File: config.mk
export PLATFORM = sky130hd
export DESIGN_NAME = ip_amba_axi_master_wdata_chnl
export DESIGN_NICKNAME = d
export VERILOG_FILES = /design/src/rtl/ip_amba_axi_pkg.sv /design/src/rtl/ip_amba_axi_sync_fifo.sv /design/src/rtl/ip_amba_axi_master_wdata_chnl.sv
export SDC_FILE = /design/constraint.sdc
export NUM_CORES = 1
export LEC_CHECK = 0
export CORE_ASPECT_RATIO = 0.8
export CORE_MARGIN = 3
export CORE_UTILIZATION = 45
export CTS_BUF_LIST = sky130_fd_sc_hd__clkbuf_8 sky130_fd_sc_hd__clkbuf_16
export CTS_CLUSTER_DIAMETER = 200
export DETAILED_ROUTE_END_ITERATION = 6
export GPL_ROUTABILITY_DRIVEN = 0
export PLACE_DENSITY = 0.62
export SYNTH_ARGS = -nofsm -noshare
export SYNTH_HDL_FRONTEND = slang
export SYNTH_SLANG_ARGS = --single-unit
export TNS_END_PERCENT = 100
File: constraint.sdc
create_clock -name ACLK -period 4.67 [get_ports ACLK]
set_input_delay 1.401 -clock ACLK [delete_from_list [all_inputs] [get_ports ACLK]]
set_output_delay 1.401 -clock ACLK [all_outputs]
set_load 0.02 [all_outputs]
File: src/rtl/ip_amba_axi_pkg.sv
// Shared AXI master definitions: burst encodings, write-data FSM states, size decode.
package ip_amba_axi_pkg;

  localparam logic [1:0] BURST_FIXED = 2'b00;
  localparam logic [1:0] BURST_INCR  = 2'b01;
  localparam logic [1:0] BURST_WRAP  = 2'b10;

  typedef enum logic {
    ST_IDLE = 1'b0,
    ST_BEAT = 1'b1
  } wstate_e;

  // Bytes per beat for an AxSIZE encoding.
  function automatic logic [7:0] size_to_bytes(input logic [2:0] size);
    return 8'd1 << size;
  endfunction

endpackage

File: src/rtl/ip_amba_axi_sync_fifo.sv
// First-word-fall-through synchronous FIFO; shared by the write- and read-data buffers.
module ip_amba_axi_sync_fifo #(
  parameter int unsigned WIDTH = 32,
  parameter int unsigned DEPTH = 16
) (
  input  logic                     clk,
  input  logic                     rst,
  input  logic                     push,
  input  logic [WIDTH-1:0]         push_data,
  input  logic                     pop,
  output logic [WIDTH-1:0]         head,
  output logic [$clog2(DEPTH):0]   count,
  output logic                     full
);

  localparam int unsigned PTR_W = $clog2(DEPTH);
  localparam int unsigned CNT_W = PTR_W + 1;

  logic [WIDTH-1:0] mem_q [DEPTH];
  logic [PTR_W-1:0] wr_ptr_q, wr_ptr_d;
  logic [PTR_W-1:0] rd_ptr_q, rd_ptr_d;
  logic [CNT_W-1:0] count_q, count_d;
  logic             full_q, full_d;
  logic             push_ok, pop_ok;

  // A push while full is dropped even when a pop happens in the same cycle.
  assign push_ok = push & ~full_q;
  assign pop_ok  = pop & (count_q != '0);

  always_comb begin
    wr_ptr_d = wr_ptr_q;
    rd_ptr_d = rd_ptr_q;
    if (push_ok) wr_ptr_d = wr_ptr_q + PTR_W'(1);
    if (pop_ok)  rd_ptr_d = rd_ptr_q + PTR_W'(1);
    count_d = count_q + CNT_W'(push_ok) - CNT_W'(pop_ok);
    full_d  = (count_d == CNT_W'(DEPTH));
  end

  always_ff @(posedge clk) begin
    if (rst) begin
      wr_ptr_q <= '0;
      rd_ptr_q <= '0;
      count_q  <= '0;
      full_q   <= 1'b0;
    end else begin
      wr_ptr_q <= wr_ptr_d;
      rd_ptr_q <= rd_ptr_d;
      count_q  <= count_d;
      full_q   <= full_d;
    end
  end

  always_ff @(posedge clk) begin
    if (push_ok) mem_q[wr_ptr_q] <= push_data;
  end

  assign head  = mem_q[rd_ptr_q];
  assign count = count_q;
  assign full  = full_q;

endmodule

File: src/rtl/ip_amba_axi_master_wdata_chnl.sv
// AXI master write-data channel: buffers app data and issues W beats per accepted burst command.
// Define IP_AMBA_AXI_WSTRB_NARROW_EN for size/address-derived strobes; otherwise WSTRB is all ones.
module ip_amba_axi_master_wdata_chnl
  import ip_amba_axi_pkg::*;
#(
  parameter int unsigned DATA_WIDTH = 32,
  parameter int unsigned ADDR_WIDTH = 32,
  parameter int unsigned FIFO_DEPTH = 16
) (
  input  logic                    ACLK,
  input  logic                    ARESET,
  input  logic                    cmd_valid,
  output logic                    cmd_ready,
  input  logic [ADDR_WIDTH-1:0]   cmd_addr,
  input  logic [7:0]              cmd_len,
  input  logic [2:0]              cmd_size,
  input  logic [1:0]              cmd_burst,
  input  logic [DATA_WIDTH-1:0]   from_app_wdata,
  input  logic                    from_app_wdata_push,
  output logic                    to_app_wdata_fulln,
  output logic [DATA_WIDTH-1:0]   WDATA,
  output logic [DATA_WIDTH/8-1:0] WSTRB,
  output logic                    WLAST,
  output logic                    WVALID,
  input  logic                    WREADY,
  output logic                    busy
);

  localparam int unsigned STRB_W   = DATA_WIDTH / 8;
  localparam int unsigned MAX_SIZE = $clog2(STRB_W);
  localparam int unsigned CNT_W    = $clog2(FIFO_DEPTH) + 1;

  wstate_e               state_q, state_d;
  logic [ADDR_WIDTH-1:0] addr_q, addr_d;
  logic [7:0]            len_q, len_d;
  logic [7:0]            beat_cnt_q, beat_cnt_d;
  logic [2:0]            size_q, size_d;
  logic [1:0]            burst_q, burst_d;

  logic [DATA_WIDTH-1:0] fifo_head;
  logic [CNT_W-1:0]      fifo_count;
  logic                  fifo_full;
  logic                  wvalid, handshake, last_beat;
  logic [2:0]            cmd_size_eff;
  logic [ADDR_WIDTH-1:0] bytes_a, incr_addr, wrap_bytes, wrap_mask, next_addr;

  ip_amba_axi_sync_fifo #(
    .WIDTH (DATA_WIDTH),
    .DEPTH (FIFO_DEPTH)
  ) u_wdata_fifo (
    .clk       (ACLK),
    .rst       (ARESET),
    .push      (from_app_wdata_push),
    .push_data (from_app_wdata),
    .pop       (handshake),
    .head      (fifo_head),
    .count     (fifo_count),
    .full      (fifo_full)
  );

  assign cmd_size_eff = (cmd_size > 3'(MAX_SIZE)) ? 3'(MAX_SIZE) : cmd_size;
  assign wvalid       = (state_q == ST_BEAT) && (fifo_count != '0);
  assign last_beat    = (beat_cnt_q == len_q);
  assign handshake    = wvalid & WREADY;

  // Next beat address; WRAP stays inside a (len+1)*bytes window.
  always_comb begin
    bytes_a    = ADDR_WIDTH'(size_to_bytes(size_q));
    incr_addr  = (addr_q & ~(bytes_a - ADDR_WIDTH'(1))) + bytes_a;
    wrap_bytes = ADDR_WIDTH'(({24'd0, len_q} + 32'd1) << size_q);
    wrap_mask  = wrap_bytes - ADDR_WIDTH'(1);
    case (burst_q)
      BURST_FIXED: next_addr = addr_q;
      BURST_WRAP:  next_addr = (addr_q & ~wrap_mask) | (incr_addr & wrap_mask);
      default:     next_addr = incr_addr;
    endcase
  end

  always_comb begin
    state_d    = state_q;
    addr_d     = addr_q;
    len_d      = len_q;
    size_d     = size_q;
    burst_d    = burst_q;
    beat_cnt_d = beat_cnt_q;
    case (state_q)
      ST_IDLE: begin
        if (cmd_valid) begin
          addr_d     = cmd_addr;
          len_d      = cmd_len;
          size_d     = cmd_size_eff;
          burst_d    = cmd_burst;
          beat_cnt_d = 8'd0;
          state_d    = ST_BEAT;
        end
      end
      ST_BEAT: begin
        if (handshake) begin
          beat_cnt_d = beat_cnt_q + 8'd1;
          addr_d     = next_addr;
          if (last_beat) state_d = ST_IDLE;
        end
      end
    endcase
  end

  always_ff @(posedge ACLK) begin
    if (ARESET) begin
      state_q    <= ST_IDLE;
      addr_q     <= '0;
      len_q      <= '0;
      size_q     <= '0;
      burst_q    <= '0;
      beat_cnt_q <= '0;
    end else begin
      state_q    <= state_d;
      addr_q     <= addr_d;
      len_q      <= len_d;
      size_q     <= size_d;
      burst_q    <= burst_d;
      beat_cnt_q <= beat_cnt_d;
    end
  end

  assign cmd_ready          = (state_q == ST_IDLE);
  assign busy               = (state_q != ST_IDLE);
  assign to_app_wdata_fulln = ~fifo_full;
  assign WVALID             = wvalid;
  assign WLAST              = wvalid & last_beat;
  assign WDATA              = wvalid ? fifo_head : '0;

`ifdef IP_AMBA_AXI_WSTRB_NARROW_EN
  localparam int unsigned LANE_W = MAX_SIZE;

  logic [STRB_W-1:0] strb_narrow;

  // Lanes [base, base+bytes); the first beat also masks lanes below the start address.
  always_comb begin
    int unsigned lane, nbytes, lo, hi;
    lane   = 32'(addr_q[LANE_W-1:0]);
    nbytes = 32'(size_to_bytes(size_q));
    lo     = lane & ~(nbytes - 32'd1);
    hi     = lo + nbytes;
    if (beat_cnt_q == 8'd0) lo = lane;
    strb_narrow = '0;
    for (int unsigned i = 0; i < STRB_W; i++) begin
      strb_narrow[i] = (i >= lo) && (i < hi);
    end
  end

  assign WSTRB = wvalid ? strb_narrow : '0;
`else
  assign WSTRB = wvalid ? {STRB_W{1'b1}} : '0;
`endif

endmodule
==> results.cfg, run 1 <==
[floorplan]
die_w_um = 247
fp-row-count = 69
initial_utilization_pct = 46.2
fp.coreArea_sq_um = 45200
die-area_sq_um = 49000
die_height_um = 199
top_level_ports = 123

[setup_path]
crit_required_ps = 3270
worstSetupStartpoint = u_wdata_fifo.count[2]
start_kind = flop
cpMostUsedCell = nor4b_4
end_kind = output port
reg2reg_slack_ps = 1580
cp.buffers_inverters = 4
crit_slowest_cell = clkdlybuf4s50_1
cp.depth = 9
r2r-end = u_wdata_fifo.full
cp.arrival_ps = 3020
cp_cell_sequence = inv_1 > ha_1 > nor4b_4 > buf_4 > nor4b_4 > buf_12 > a22oi_1 > nand2_1 > clkdlybuf4s50_1
critPathMaxFanout = 32
rr_startpoint = u_wdata_fifo.count[2]
crit_type = reg -> out
endpoint = WDATA[6]
worst-r2r-cell-count = 13
cpLargestDelayFamily = buffers and inverters
cpPeakStageDelay_ps = 630

[pwr]
leakage_nw = 7.65
power_per_cell_area_nw_per_um2 = 461
vdd_drop_max_mv = 0.299

[final_layout]
synthToLayoutAreaGrowth_pct = 17.7
layout-drive-gt1-share_pct = 22.8
multi_input_area_sq_um = 4650
num_antenna_cells = 0
layoutNonFillerInstCount = 1765
nets = 1215
n_fill_cell = 3463
stdcell_area_sq_um = 24600
regArea_sq_um = 16100

[yosys]
synth_warnings = 0
syn_inst = 996
ys_seq_area_share_pct = 77.0
synth_top_family_by_area = multiplexers
yosys-top-cells-area = edfxtp_1 (74%), mux4_2 (14%), dfxtp_1 (3.4%)
ys.flop_type = edfxtp_1
synth_top_cell_by_area = edfxtp_1
synthSimpleGateAreaFrac_pct = 3.06
synth_area_per_cell_sq_um = 21.0
synth_xor_area_share_pct = 0.797
synth_edf_count = 512
synth.distinct_cells = 42
syn_nets = 1091
synthMuxAreaShare_pct = 13.8
yosys.area_share.adder_pct = 0.815
synth_top_area_share_pct = 73.6
ys_seq_elements = 547
synth-compound-area-share_pct = 3.19
netlist_area_sq_um = 20900
async_reset_ff_share_pct = 0

[timing]
finalHoldViolations = 0
whs_ps = 476
slew_headroom_pct = 56.8
fin_worst_skew_ps = 12.6
grt_setup_unrepaired = no
worstMarginPinSlew_ps = 648
fmax_mhz = 226
drv_slew = 0
min_period_ps = 4430
setup_violations = 0
setup_tns_ps = 0
post-route-period-util_pct = 94.8

[routing]
drt_iter0_markers = 775
vias = 9950
wl_mm = 44.0
drc = 0
ant_nets = 0
wl_per_cell_um = 24.9
dr.pass1.iters = 4
viasPerCell = 5.64

[clock_tree]
h-tree-depth = 2
cts_tree = done
cts_resized = 0
cts_num_sinks = 547
ctsHoldBuffers = 0
clock_latency_ps = 590
root_buffer = clkbuf_16
path_clk_slew_ps = 60
numCtsBuffers = 52
clock_path_buffers = 3

[grt]
overflow = 0
grt_pass1_wl_mm = 65.3
grt_pass1_vias = 10240
grt_antenna_before_repair = 0
grt_max_degree = 100
track_usage_pct = 18.3

[place]
dpl.hpwl_mm = 23.5
placed_cell_area_sq_um = 22900
placed_cells = 1666
portBuffers = 85

[job]
cap_viol_max_count = 0

[status]
status = complete, no violations

[hold_path]
hold_path.class = reg -> reg
-- worst min-delay path by stage --
stage              from        to  slack, ps  cells after the start
4_1_cts        len_q[7]  len_q[7]        470                      2
3_3_place_gp   len_q[2]  len_q[2]        460                      2
6_report       len_q[7]  len_q[7]        480                      2
2_1_floorplan  len_q[0]  len_q[0]        450                      2
3_5_place_dp   len_q[7]  len_q[7]        470                      2
5_1_grt        len_q[4]  len_q[4]        500                      2
-- state kept, by name (all words and copies together), names as in the netlist, named ones only --
signal / cells
u_wdata_fifo.mem_q: 512
beat_cnt_q: 8
len_q: 8
u_wdata_fifo.count: 5
u_wdata_fifo.rd_ptr_q: 4
u_wdata_fifo.wr_ptr_q: 4
busy: 1
u_wdata_fifo.full: 1
-- per-stage QoR --
| step | power (mW) | worst slack (ps) | utilization (%) |
|---|---|---|---|
| 5_1_grt | 11.8 | 86.2 | 54.4 |
| 4_1_cts | 11.4 | 10.6 | 54.4 |
| 3_3_place_gp | 7.31 | 670 | 50.7 |
| 3_5_place_dp | 7.34 | 685 | 50.7 |
| 6_report | 11.3 | 244 | 54.4 |
| 2_1_floorplan | 6.74 | 34.7 | - |
-- layout by cell type (no fill, tap or decap), types with 2 or more instances in the layout --
cell,count
ha_1,12
bufinv_16,5
clkinv_1,15
clkbuf_16,53
a21oi_1,16
edfxtp_1,512
inv_6,3
clkinvlp_4,2
clkinv_2,7
nor3_1,2
buf_12,20
a31oi_1,2
nand2b_1,4
nor3b_2,2
nand3_1,4
nand4_1,3
nor2b_1,5
dfxtp_4,2
a31o_1,2
xor2_1,2
a311oi_1,4
or3_1,2
inv_1,20
nor3_2,6
nor2_4,12
nor2_1,17
a22oi_1,64
nand2_1,64
clkdlybuf4s50_1,85
dfxtp_1,33
mux4_2,128
buf_4,19
xnor2_1,17
nor4b_4,2
-- cells in the mapped netlist (5+ instances only) --
cell and count:
edfxtp_1 512, mux4_2 128, a22oi_1 64, nand2_1 64, dfxtp_1 35, clkbuf_1 34, nor2_1 29, xnor2_1 17
a21oi_1 16, buf_2 15, ha_1 12, inv_1 9, nor3_1 8, nor2b_1 5
-- area by class of cell --
class / count / share of cell area (%)
Tap cell: 603 / 3.07
Timing Repair Buffer: 124 / 5.67
Sequential cell: 547 / 65.4
Clock inverter: 43 / 1.32
Multi-Input combinational cell: 384 / 18.9
Clock buffer: 53 / 5.40
Inverter: 11 / 0.188
-- cell families after synthesis --
logic type	after synthesis
muxes	128
and+or+nand+nor	131
adders and majority gates	13
xor gates and xnor gates	19
DFF	547
AOI/OAI and AO/OA	93
buffers and inverters	65
-- worst register-to-register path, stage by stage (launching register included) --
cell and delay (ps):
dfxtp_1 310, inv_1 80, ha_1 190, or4b_4 510
nand3_4 170, inv_6 70, ha_1 270, inv_1 40
ha_1 210, fa_1 440, a21oi_1 170, o21bai_1 100
xnor2_1 150, nor4b_1 290
-- metal layers --
layer  routed length (um)  up-vias  global-route usage, %
met5                    0        -                      0
met4                  865        0                   5.39
met3                 2290       66                   3.13
met2                21000      257                   29.1
met1                19800     5252                   26.4
li1                     -     4375                      -
-- power by group --
part           switching, mW  internal (mW)  total (mW)
Clock                   1.75           2.33        4.08
Combinational          0.847          0.747        1.59
Sequential            0.0817           5.57        5.65
-- what timing repair did --
action | in CTS | in global routing
buffers inserted | 0 | 3
endpoints found under the hold margin | 0 | 0
setup endpoints to repair | 0 | 23
Power figures use the tool's default switching activity.
==> run 2, diff against run 1 <==
--- a/config.mk
+++ b/config.mk
@@ -7,12 +7,12 @@
 export LEC_CHECK = 0
 export CORE_ASPECT_RATIO = 0.8
 export CORE_MARGIN = 3
-export CORE_UTILIZATION = 45
+export CORE_UTILIZATION = 50
 export CTS_BUF_LIST = sky130_fd_sc_hd__clkbuf_8 sky130_fd_sc_hd__clkbuf_16
 export CTS_CLUSTER_DIAMETER = 200
 export DETAILED_ROUTE_END_ITERATION = 6
 export GPL_ROUTABILITY_DRIVEN = 0
-export PLACE_DENSITY = 0.62
+export PLACE_DENSITY = 0.7
 export SYNTH_ARGS = -nofsm -noshare
 export SYNTH_HDL_FRONTEND = slang
 export SYNTH_SLANG_ARGS = --single-unit
==> run 2 against run 1 <==
  * Sequential share of layout area grew 0.54 points
  * Setup slack lost 110 ps
  * Hold slack lost 6.7 ps
  * Clock-buffer cell count shrank 2
  * Design area shrank 0.82%
  * Non-clock buffer count grew 6
  * Clock skew grew 9.8 ps
  * Critical path type unchanged
  * Critical endpoint is now WDATA[22]
==> results.cfg, run 2 (synthesis results as in run 1) <==
[setup_path]
cpPeakStageDelay_ps = 650
end_kind = output port
crit_slowest_cell = clkdlybuf4s50_1
worst-r2r-cell-count = 13
crit_required_ps = 3270
reg2reg_slack_ps = 1570
cp_cell_sequence = inv_1 > ha_1 > nor4b_4 > buf_4 > buf_4 > nor4b_4 > buf_12 > a22oi_1 > nand2_1 > clkdlybuf4s50_1
critPathMaxFanout = 32
cp.arrival_ps = 3130
start_kind = flop
crit_type = reg -> out

[clock_tree]
path_clk_slew_ps = 60
root_buffer = clkbuf_16
h-tree-depth = 2
cts_num_sinks = 547
numCtsBuffers = 49
clock_latency_ps = 570
clock_path_buffers = 3
cts_tree = done

[floorplan]
initial_utilization_pct = 51.0
die_height_um = 189
die_w_um = 234
top_level_ports = 123
fp.coreArea_sq_um = 41000
fp-row-count = 66
die-area_sq_um = 44300

[final_layout]
regMostFlops = u_wdata_fifo.mem_q
largest_reg_flops = 512
reg_top3 = u_wdata_fifo.mem_q: 512 flops, beat_cnt_q: 8 flops, len_q: 8 flops
layout-drive-gt1-share_pct = 22.9
synthToLayoutAreaGrowth_pct = 16.7
regArea_sq_um = 16100
n_fill_cell = 2929
layoutNonFillerInstCount = 1707
multi_input_area_sq_um = 4650
nets = 1218
final_common_cell = edfxtp_1
layout_common_cells = edfxtp_1 (512), mux4_2 (128), clkdlybuf4s50_1 (85), nand2_1 (64), a22oi_1 (64)

[timing]
worstMarginPinSlew_ps = 711
fmax_mhz = 221
setup_violations = 0
min_period_ps = 4530
finalHoldViolations = 0
drv_slew = 0
fin_worst_skew_ps = 22.5
post-route-period-util_pct = 97.1
slew_headroom_pct = 52.5
setup_ws_ps = 137

[pwr]
total_power_mw = 11.1
vdd_drop_max_mv = 0.295
power_per_cell_area_nw_per_um2 = 454
leakage_nw = 7.62

[routing]
drt_iter0_markers = 1217
drc = 0
wl_mm = 44.2
viasPerCell = 5.95
dr.pass1.iters = 5
wl_per_cell_um = 25.9
vias = 10163
ant_nets = 0

[grt]
grt_pass1_vias = 10570
overflow = 0
track_usage_pct = 20.6
grt_max_degree = 53
grt_antenna_before_repair = 2
grt_pass1_wl_mm = 67.0

[status]
status = complete, no violations

[place]
dpl.hpwl_mm = 24.4
portBuffers = 85
preCtsSetupSlack_ps = 659
placed_cells = 1613

[job]
cap_viol_max_count = 0

[hold_path]
holdPathStages = 2
hold_path.class = reg -> reg
-- run 2: worst max-delay path, delay by kind of cell (launching register included) --
kind,cells,cell delay [ps]
buffers and inverters,5,1320
AOI/OAI and AO/OA,1,120
and+or+nand+nor,3,580
DFF,1,350
adders and majority gates,1,200
-- run 2: cell type report --
type,count,share of cell area [%]
tap,544,2.79
inverter,11,0.190
multi-input combinational,384,19.1
sequential,547,66.0
clock inverter,38,0.996
antenna,2,0.0205
clock buffer,51,5.24
timing repair buffer,130,5.71
-- run 2: final timing paths --
check / startpoint / endpoint
worst min register to register: len_q[2] / len_q[2]
worst max-delay path: u_wdata_fifo.count[3] / WDATA[22]
worst min-delay path: len_q[2] / len_q[2]
worst max register to register: u_wdata_fifo.count[3] / u_wdata_fifo.full
-- run 2: routing by layer --
metal  vias to the layer above  GRT usage, %  share of wire [%]
met3                        55          3.79                7.6
met5                         -             0                  0
li1                       4378             -                  -
met4                         0          4.65                1.6
met1                      5342          31.7                 44
met2                       388          31.0                 47
-- run 2: per-stage QoR --
stage	TNS [ps]	instance area (sq um)	hold WS (ps)	util (%)
after floorplan	0	20900	450	-
after global placement	0	22800	458	55.7
after detailed placement	0	22800	464	55.7
after CTS	0	24300	473	59.4
after global routing	-3.03	24400	503	59.5
final	0	24400	469	59.5
-- run 2: timing repair --
item | 4_1_cts | 5_1_grt
setup buffers | 0 | 3
resized for setup | 0 | 1
hold buffers | 0 | 0
setup endpoints to repair | 0 | 30
-- run 2: power breakdown --
part           internal (mW)  total (mW)  switching [mW]
Sequential              5.57        5.64          0.0737
Combinational          0.736        1.59           0.854
Clock                   2.13        3.83            1.70
Total                   8.44        11.1            2.63
